## src/rtl/mem_bus_unit.sv

```systemverilog
// mem_bus_unit: memory-access stage between the multicycle control FSM and
// an external unified memory. Performs one read or write per request and
// holds the instruction register (fetches) and memory data register (data
// reads). req_done pulses for one cycle when the access finishes.
//
// Ports
//   clk, reset_n          clock, asynchronous active-low reset
//   req_valid/write/is_data/addr/wdata   request from control, sampled in IDLE
//   req_done, req_err     one-cycle completion pulse, error qualifier
//   busy                  high in every state except IDLE
//   instr_out, data_out   instruction register, memory data register
//   bus_valid/we/addr/wdata, bus_ready   request channel to memory
//   bus_rvalid, bus_rdata read-data channel from memory
//   dbg_state             current FSM state, for observation only
//
// Handshake: a request transfers on any rising edge where bus_valid and
// bus_ready are both high; bus_addr/bus_we/bus_wdata stay stable while
// bus_valid waits for bus_ready. bus_valid may be withdrawn without a
// transfer (timeout abort). Read data transfers on a cycle with bus_rvalid
// high and is only accepted while waiting in RESP.
module mem_bus_unit #(
  parameter int ADDR_W  = 32,
  parameter int DATA_W  = 32,
  parameter int TIMEOUT = 255
) (
  input  logic              clk,
  input  logic              reset_n,
  input  logic              req_valid,
  input  logic              req_write,
  input  logic              req_is_data,
  input  logic [ADDR_W-1:0] req_addr,
  input  logic [DATA_W-1:0] req_wdata,
  output logic              req_done,
  output logic              req_err,
  output logic              busy,
  output logic [DATA_W-1:0] instr_out,
  output logic [DATA_W-1:0] data_out,
  output logic              bus_valid,
  output logic              bus_we,
  output logic [ADDR_W-1:0] bus_addr,
  output logic [DATA_W-1:0] bus_wdata,
  input  logic              bus_ready,
  input  logic              bus_rvalid,
  input  logic [DATA_W-1:0] bus_rdata,
  output logic [1:0]        dbg_state
);

  localparam logic [1:0] S_IDLE = 2'd0;
  localparam logic [1:0] S_REQ  = 2'd1;
  localparam logic [1:0] S_RESP = 2'd2;
  localparam logic [1:0] S_DONE = 2'd3;

  // The counter can reach TIMEOUT when a read is accepted on the last
  // allowed REQ cycle, so it needs room for TIMEOUT itself.
  localparam int               CNT_W   = $clog2(TIMEOUT + 1) + 1;
  localparam logic [CNT_W-1:0] CNT_LIM = CNT_W'(TIMEOUT - 1);
  localparam logic [DATA_W-1:0] NOP    = DATA_W'(32'h0000_0013);

  logic [1:0]        state_q, state_d;
  logic              we_q, we_d;
  logic              isd_q, isd_d;
  logic [ADDR_W-1:0] addr_q, addr_d;
  logic [DATA_W-1:0] wdata_q, wdata_d;
  logic              err_q, err_d;
  logic [CNT_W-1:0]  cnt_q, cnt_d;
  logic [DATA_W-1:0] instr_q, instr_d;
  logic [DATA_W-1:0] data_q, data_d;

  always_comb begin
    state_d = state_q;
    we_d    = we_q;
    isd_d   = isd_q;
    addr_d  = addr_q;
    wdata_d = wdata_q;
    err_d   = err_q;
    cnt_d   = cnt_q;
    instr_d = instr_q;
    data_d  = data_q;
    case (state_q)
      S_IDLE: begin
        if (req_valid) begin
          we_d    = req_write;
          isd_d   = req_is_data;
          addr_d  = req_addr;
          wdata_d = req_wdata;
          cnt_d   = '0;
          if (req_addr[1:0] != 2'b00) begin
            // Misaligned: report the error without touching the bus.
            err_d   = 1'b1;
            state_d = S_DONE;
          end else begin
            err_d   = 1'b0;
            state_d = S_REQ;
          end
        end
      end
      S_REQ: begin
        // A handshake on the limit cycle still counts as success.
        if (bus_ready) begin
          cnt_d = cnt_q + 1'b1;
          if (we_q) begin
            err_d   = 1'b0;
            state_d = S_DONE;
          end else begin
            state_d = S_RESP;
          end
        end else if (cnt_q >= CNT_LIM) begin
          err_d   = 1'b1;
          state_d = S_DONE;
        end else begin
          cnt_d = cnt_q + 1'b1;
        end
      end
      S_RESP: begin
        if (bus_rvalid) begin
          if (isd_q) data_d  = bus_rdata;
          else       instr_d = bus_rdata;
          err_d   = 1'b0;
          state_d = S_DONE;
        end else if (cnt_q >= CNT_LIM) begin
          // Budget already spent: any cycle without data aborts.
          err_d   = 1'b1;
          state_d = S_DONE;
        end else begin
          cnt_d = cnt_q + 1'b1;
        end
      end
      S_DONE: begin
        state_d = S_IDLE;
      end
      default: begin
        state_d = S_IDLE;
      end
    endcase
  end

  always_ff @(posedge clk or negedge reset_n) begin
    if (!reset_n) begin
      state_q <= S_IDLE;
      we_q    <= 1'b0;
      isd_q   <= 1'b0;
      addr_q  <= '0;
      wdata_q <= '0;
      err_q   <= 1'b0;
      cnt_q   <= '0;
      instr_q <= NOP;
      data_q  <= '0;
    end else begin
      state_q <= state_d;
      we_q    <= we_d;
      isd_q   <= isd_d;
      addr_q  <= addr_d;
      wdata_q <= wdata_d;
      err_q   <= err_d;
      cnt_q   <= cnt_d;
      instr_q <= instr_d;
      data_q  <= data_d;
    end
  end

  assign req_done  = (state_q == S_DONE);
  assign req_err   = (state_q == S_DONE) && err_q;
  assign busy      = (state_q != S_IDLE);
  assign bus_valid = (state_q == S_REQ);
  assign bus_we    = (state_q == S_REQ) && we_q;
  assign bus_addr  = addr_q;
  assign bus_wdata = wdata_q;
  assign instr_out = instr_q;
  assign data_out  = data_q;
  assign dbg_state = state_q;

endmodule

```

## config.mk

```make
export PLATFORM = sky130hd
export DESIGN_NAME = mem_bus_unit
export DESIGN_NICKNAME = d
export VERILOG_FILES = /design/src/rtl/mem_bus_unit.sv
export SDC_FILE = /design/constraint.sdc
export NUM_CORES = 1
export LEC_CHECK = 0
export CORE_ASPECT_RATIO = 0.75
export CORE_UTILIZATION = 30
export DETAILED_ROUTE_END_ITERATION = 7
export GPL_ROUTABILITY_DRIVEN = 0
export PLACE_DENSITY = 0.59
export SYNTH_ARGS = -nofsm -noshare
export SYNTH_HDL_FRONTEND = slang
export SYNTH_SLANG_ARGS = --single-unit
```

## constraint.sdc

```tcl
create_clock -name clk -period 5.5 [get_ports clk]
set_clock_uncertainty 0.1 [all_clocks]
set_input_delay 1.1 -clock clk [delete_from_list [all_inputs] [get_ports clk]]
set_output_delay 1.1 -clock clk [all_outputs]
set_load 0.05 [all_outputs]
```

; ---- After elaboration in Yosys (flattened, before gate mapping)
; Cells that the tools add are included.
[classes]
n_addsub = 1
order_cmp = 1
n_eq_ne = 6
n_mux = 19
bitwise_logic = 1
reduce_logical = 11
[op_table]
columns = operator, count
row1 = $mux 9, 4
row2 = $pmux 9 s3, 1
row3 = $reduce_and 3->1, 4
row4 = $mux 2, 5
row5 = $add 9x1->9 const B, 1
row6 = $ge 9x8->1 const B, 1
row7 = $pmux 2 s4, 1
row8 = $mux 1, 7
row9 = $eq 2x2->1 const B, 2
row10 = $ne 2x2->1 const B, 2
row11 = $reduce_bool 2->1, 2
row12 = $ne 3x2->1 const B, 1
row13 = $pmux 1 s3, 1
row14 = $reduce_bool 3->1, 1
row15 = $eq 2x1->1 const B, 1
row16 = $logic_and 1x1->1, 2
row17 = $logic_not 2->1, 1
row18 = $reduce_and 2->1, 1
row19 = $not 1->1, 1
[word_totals]
reg_bits = 142
out_inout_bits = 135
word_cells = 48

; ---- Longest topological paths before layout
[logic_depth]
ltp_word = 4
ltp_mapped = 8
mapped_depth_nobuf = 7

; ---- Worst setup path after synthesis
; Ideal clock, no wire load.
[synth_path]
path_type = register to output
start = register state_q[0], in the netlist dbg_state[0]
end = output bus_we
arrival_time_ns = 1.984
setup_slack_ns = 2.316
path_stages_with_launch = 4
path_buffers = 1
path_cell_list = dfrtp_1 > ha_1 > clkbuf_1 > and2_1
[synth_between]
elab_chain_cells = 2
[synth_lines]
columns = item, line
row1 = from (decl), 59  ; logic [1:0] state_q, state_d;
row2 = from (signal assigned), 149  ; state_q <= state_d;
row3 = $eq 2x1->1, -
row4 = net bus_valid, 38  ; output logic bus_valid,
row5 = $logic_and 1x1->1, 165  ; assign bus_we = (state_q == S_REQ) && we_q;
row6 = to (decl), 39  ; output logic bus_we,
; The timed path passes the listed nets, and every way through them passes these cells.

; ---- Final worst setup path
[layout_path]
start = register state_q[1], in the netlist dbg_state[1]
end = output bus_we
[layout_between]
elab_chain_cells = 2
[layout_lines]
columns = item, line
row1 = $eq 2x1->1, 165
row2 = $logic_and 1x1->1, 165
; Every way passes these cells.

==> flow_summary.yaml <==
global_routing:
  grt_max_degree: 107
  antenna_found_initial: 0
  track_usage_pct: 15.91
  grt_pass1_wl_mm: 24.20
  overflow: 0
  grt_pass1_vias: 4561
hold_path:
  hold_depth: 1
  hp-class: "flop to flop"
  hold_path_end: "instr_out[12]"
  hp-start: "instr_out[12]"
cts:
  cts_resized: 0
  root_buffer: "clkbuf_16"
  numCtsBuffers: 17
  post_cts.repair.setup_buffers: 0
  insertion_delay_ps: 410
  cts_tree: "built"
  clockBufferDepth: 2
  htreeDepth: 4
  clkSinkCount: 142
  path_clk_slew_ps: 70
  hold_buffers: 0
place:
  hpwl_mm: 10.69
  io_buffers: 237
die:
  die_x_um: 162.2
  fp.dieH_um: 122.2
  start_util_pct: 30.93
  rows: 43
  io_pins: 238
  dieArea_um2: 19810
  core_um2: 18670
sta:
  tns_ps: 0
  period_share_pct: 64.12
  hold_violations: 0
  slew_headroom_pct: 34.81
  period_needed_ps: 3527
  fmax_ghz: 0.2836
  final_max_slew_viol_count: 0
  rsz0062_at_grt: "false"
  finalSetupViolCount: 0
  worstMarginPinSlew_ps: 977.8
yosys:
  syn_avg_cell_area_um2: 14.54
  yosys_warnings: 0
  synth_edf_count: 0
  seq_area_frac_synth_pct: 61.60
  syn-num-nets: 506
  ys_ff_latch: 142
  yosysUniqueCellTypes: 46
  syn_inst: 397
  synthArstFlopShare_pct: 100.0
  yosysTopAreaCellShare_pct: 60.24
  synth-main-ff-cell: "dfrtp_1"
  syn-cell-area_um2: 5774
  synth_top_area_cell: "dfrtp_1"
  synth_area_leaders: "dfrtp_1 (60%), mux2_2 (25%), dfstp_2 (1.4%)"
setup_path:
  cp-end-kind: "output pin"
  reg2regPathDepth: 5
  worstSetupStartpointType: "flop"
  r2r_slack_ps: 2890
  rr_endpoint: "bus_addr[5]"
  worstSetupPathType: "flop to output pin"
  critical_path_arrival_ps: 2330
  r2r_start: "dbg_state[0]"
  cp.required_ps: 4300
  crit_fanout: 12
layout:
  diodes: 0
  nets: 747
  area_growth_syn_to_layout_pct: 57.53
  drive_gt1_share_pct: 27.19
detailed_routing:
  firstDrtPassIters: 4
  routedWlPerCell_um: 16.93
  drt_iter0_drc: 228
  drtAntennaViolNets: 0
  drcViolationCount: 0
  vias: 4234
  viasPerCell: 4.715
  routed_wl_mm: 15.20
flow_run:
  cap_violations: 0
status:
  status: "finished, final reports clean"
## cells in the final DEF (no fill, tap or decap), types with 3 or more instances in the layout
master           count
a21oi_1              7
a221oi_1             3
a31oi_1              3
and2_1               3
buf_4                4
bufinv_16            6
clkbuf_16           17
clkdlybuf4s50_1    236
dfrtp_1            139
dfstp_2              3
ha_1                 6
inv_1               11
mux2_2             129
nand2_1             14
nand3_1              4
nor2_1               6
o21ai_0              9
## registers in the layout (all words and copies together) (netlist names)
signal,cells
bus_addr,32
bus_wdata,32
cnt_q,9
data_out,32
dbg_state,2
err_q,1
instr_out,32
isd_q,1
we_q,1
## critical path: stages (launching register included)
cell,delay (ps)
dfrtp_1,450
inv_1,110
ha_1,380
and2_1,190
clkdlybuf4s50_1,790
## stage by stage
step,cell area [um2],hold WS [ps],setup WS [ps],util (%),cells
5_1_grt,9096,419.2,1845,48.72,898
4_1_cts,9096,406.2,1957,48.72,898
6_report,9096,403.2,1973,48.72,898
3_3_place_gp,8411,381.7,2093,45.05,866
3_5_place_dp,8411,391.3,2033,45.05,866
2_1_floorplan,5774,390.4,2316,-,397
## layer usage
layer	up-vias	routed length, um	track usage [%]	part of all wire, %
met5	-	0	0	0
met4	0	121	4.953	0.80
met3	14	1713	7.661	11
met2	202	7168	26.02	47
met1	2107	6200	18.40	41
li1	1911	-	-	-
## worst max path at each step
stage | end | slack (ps) | startpoint | depth (start not counted)
CTS | bus_we | 1960 | dbg_state[1] | 4
floorplan | bus_we | 2320 | dbg_state[0] | 3
global placement | bus_addr[16] | 2090 | req_valid | 4
detailed placement | bus_addr[28] | 2030 | req_valid | 4
finish | bus_we | 1970 | dbg_state[1] | 4
global route | bus_we | 1850 | dbg_state[1] | 4
## synth_stat cells (3+ instances only)
cell and count:
ha_1 6, buf_1 6, and2_1 3, a31oi_1 3, dfrtp_1 139, clkbuf_1 12, inv_1 11, a21oi_1 7
nor2_1 6, mux2_2 129, nand2_1 15, a221oi_1 3, nand3_1 4, dfstp_2 3, o21ai_0 9
## area by class of cell
cell class	instances	area, um2
Tap cell	247	309.0
Timing Repair Buffer	241	2404
Clock inverter	13	232.7
Multi-Input combinational cell	225	2100
Sequential cell	142	3557
Fill cell	1609	9573
Clock buffer	19	452.9
Inverter	11	41.29
## logic make-up after synthesis
kind of cell | count (synthesis) | share of synthesized area, %
adders and majority gates | 6 | 1.300
xor gates and xnor gates | 3 | 0.4551
buffers and inverters | 30 | 2.080
DFF | 142 | 61.60
and+or+nand+nor | 43 | 3.770
muxes | 130 | 25.35
AOI/OAI and AO/OA | 43 | 5.439
Power is left out: the tool's default activity adds up to more than one toggle a clock period on the data nets, which glitch-free logic cannot reach.
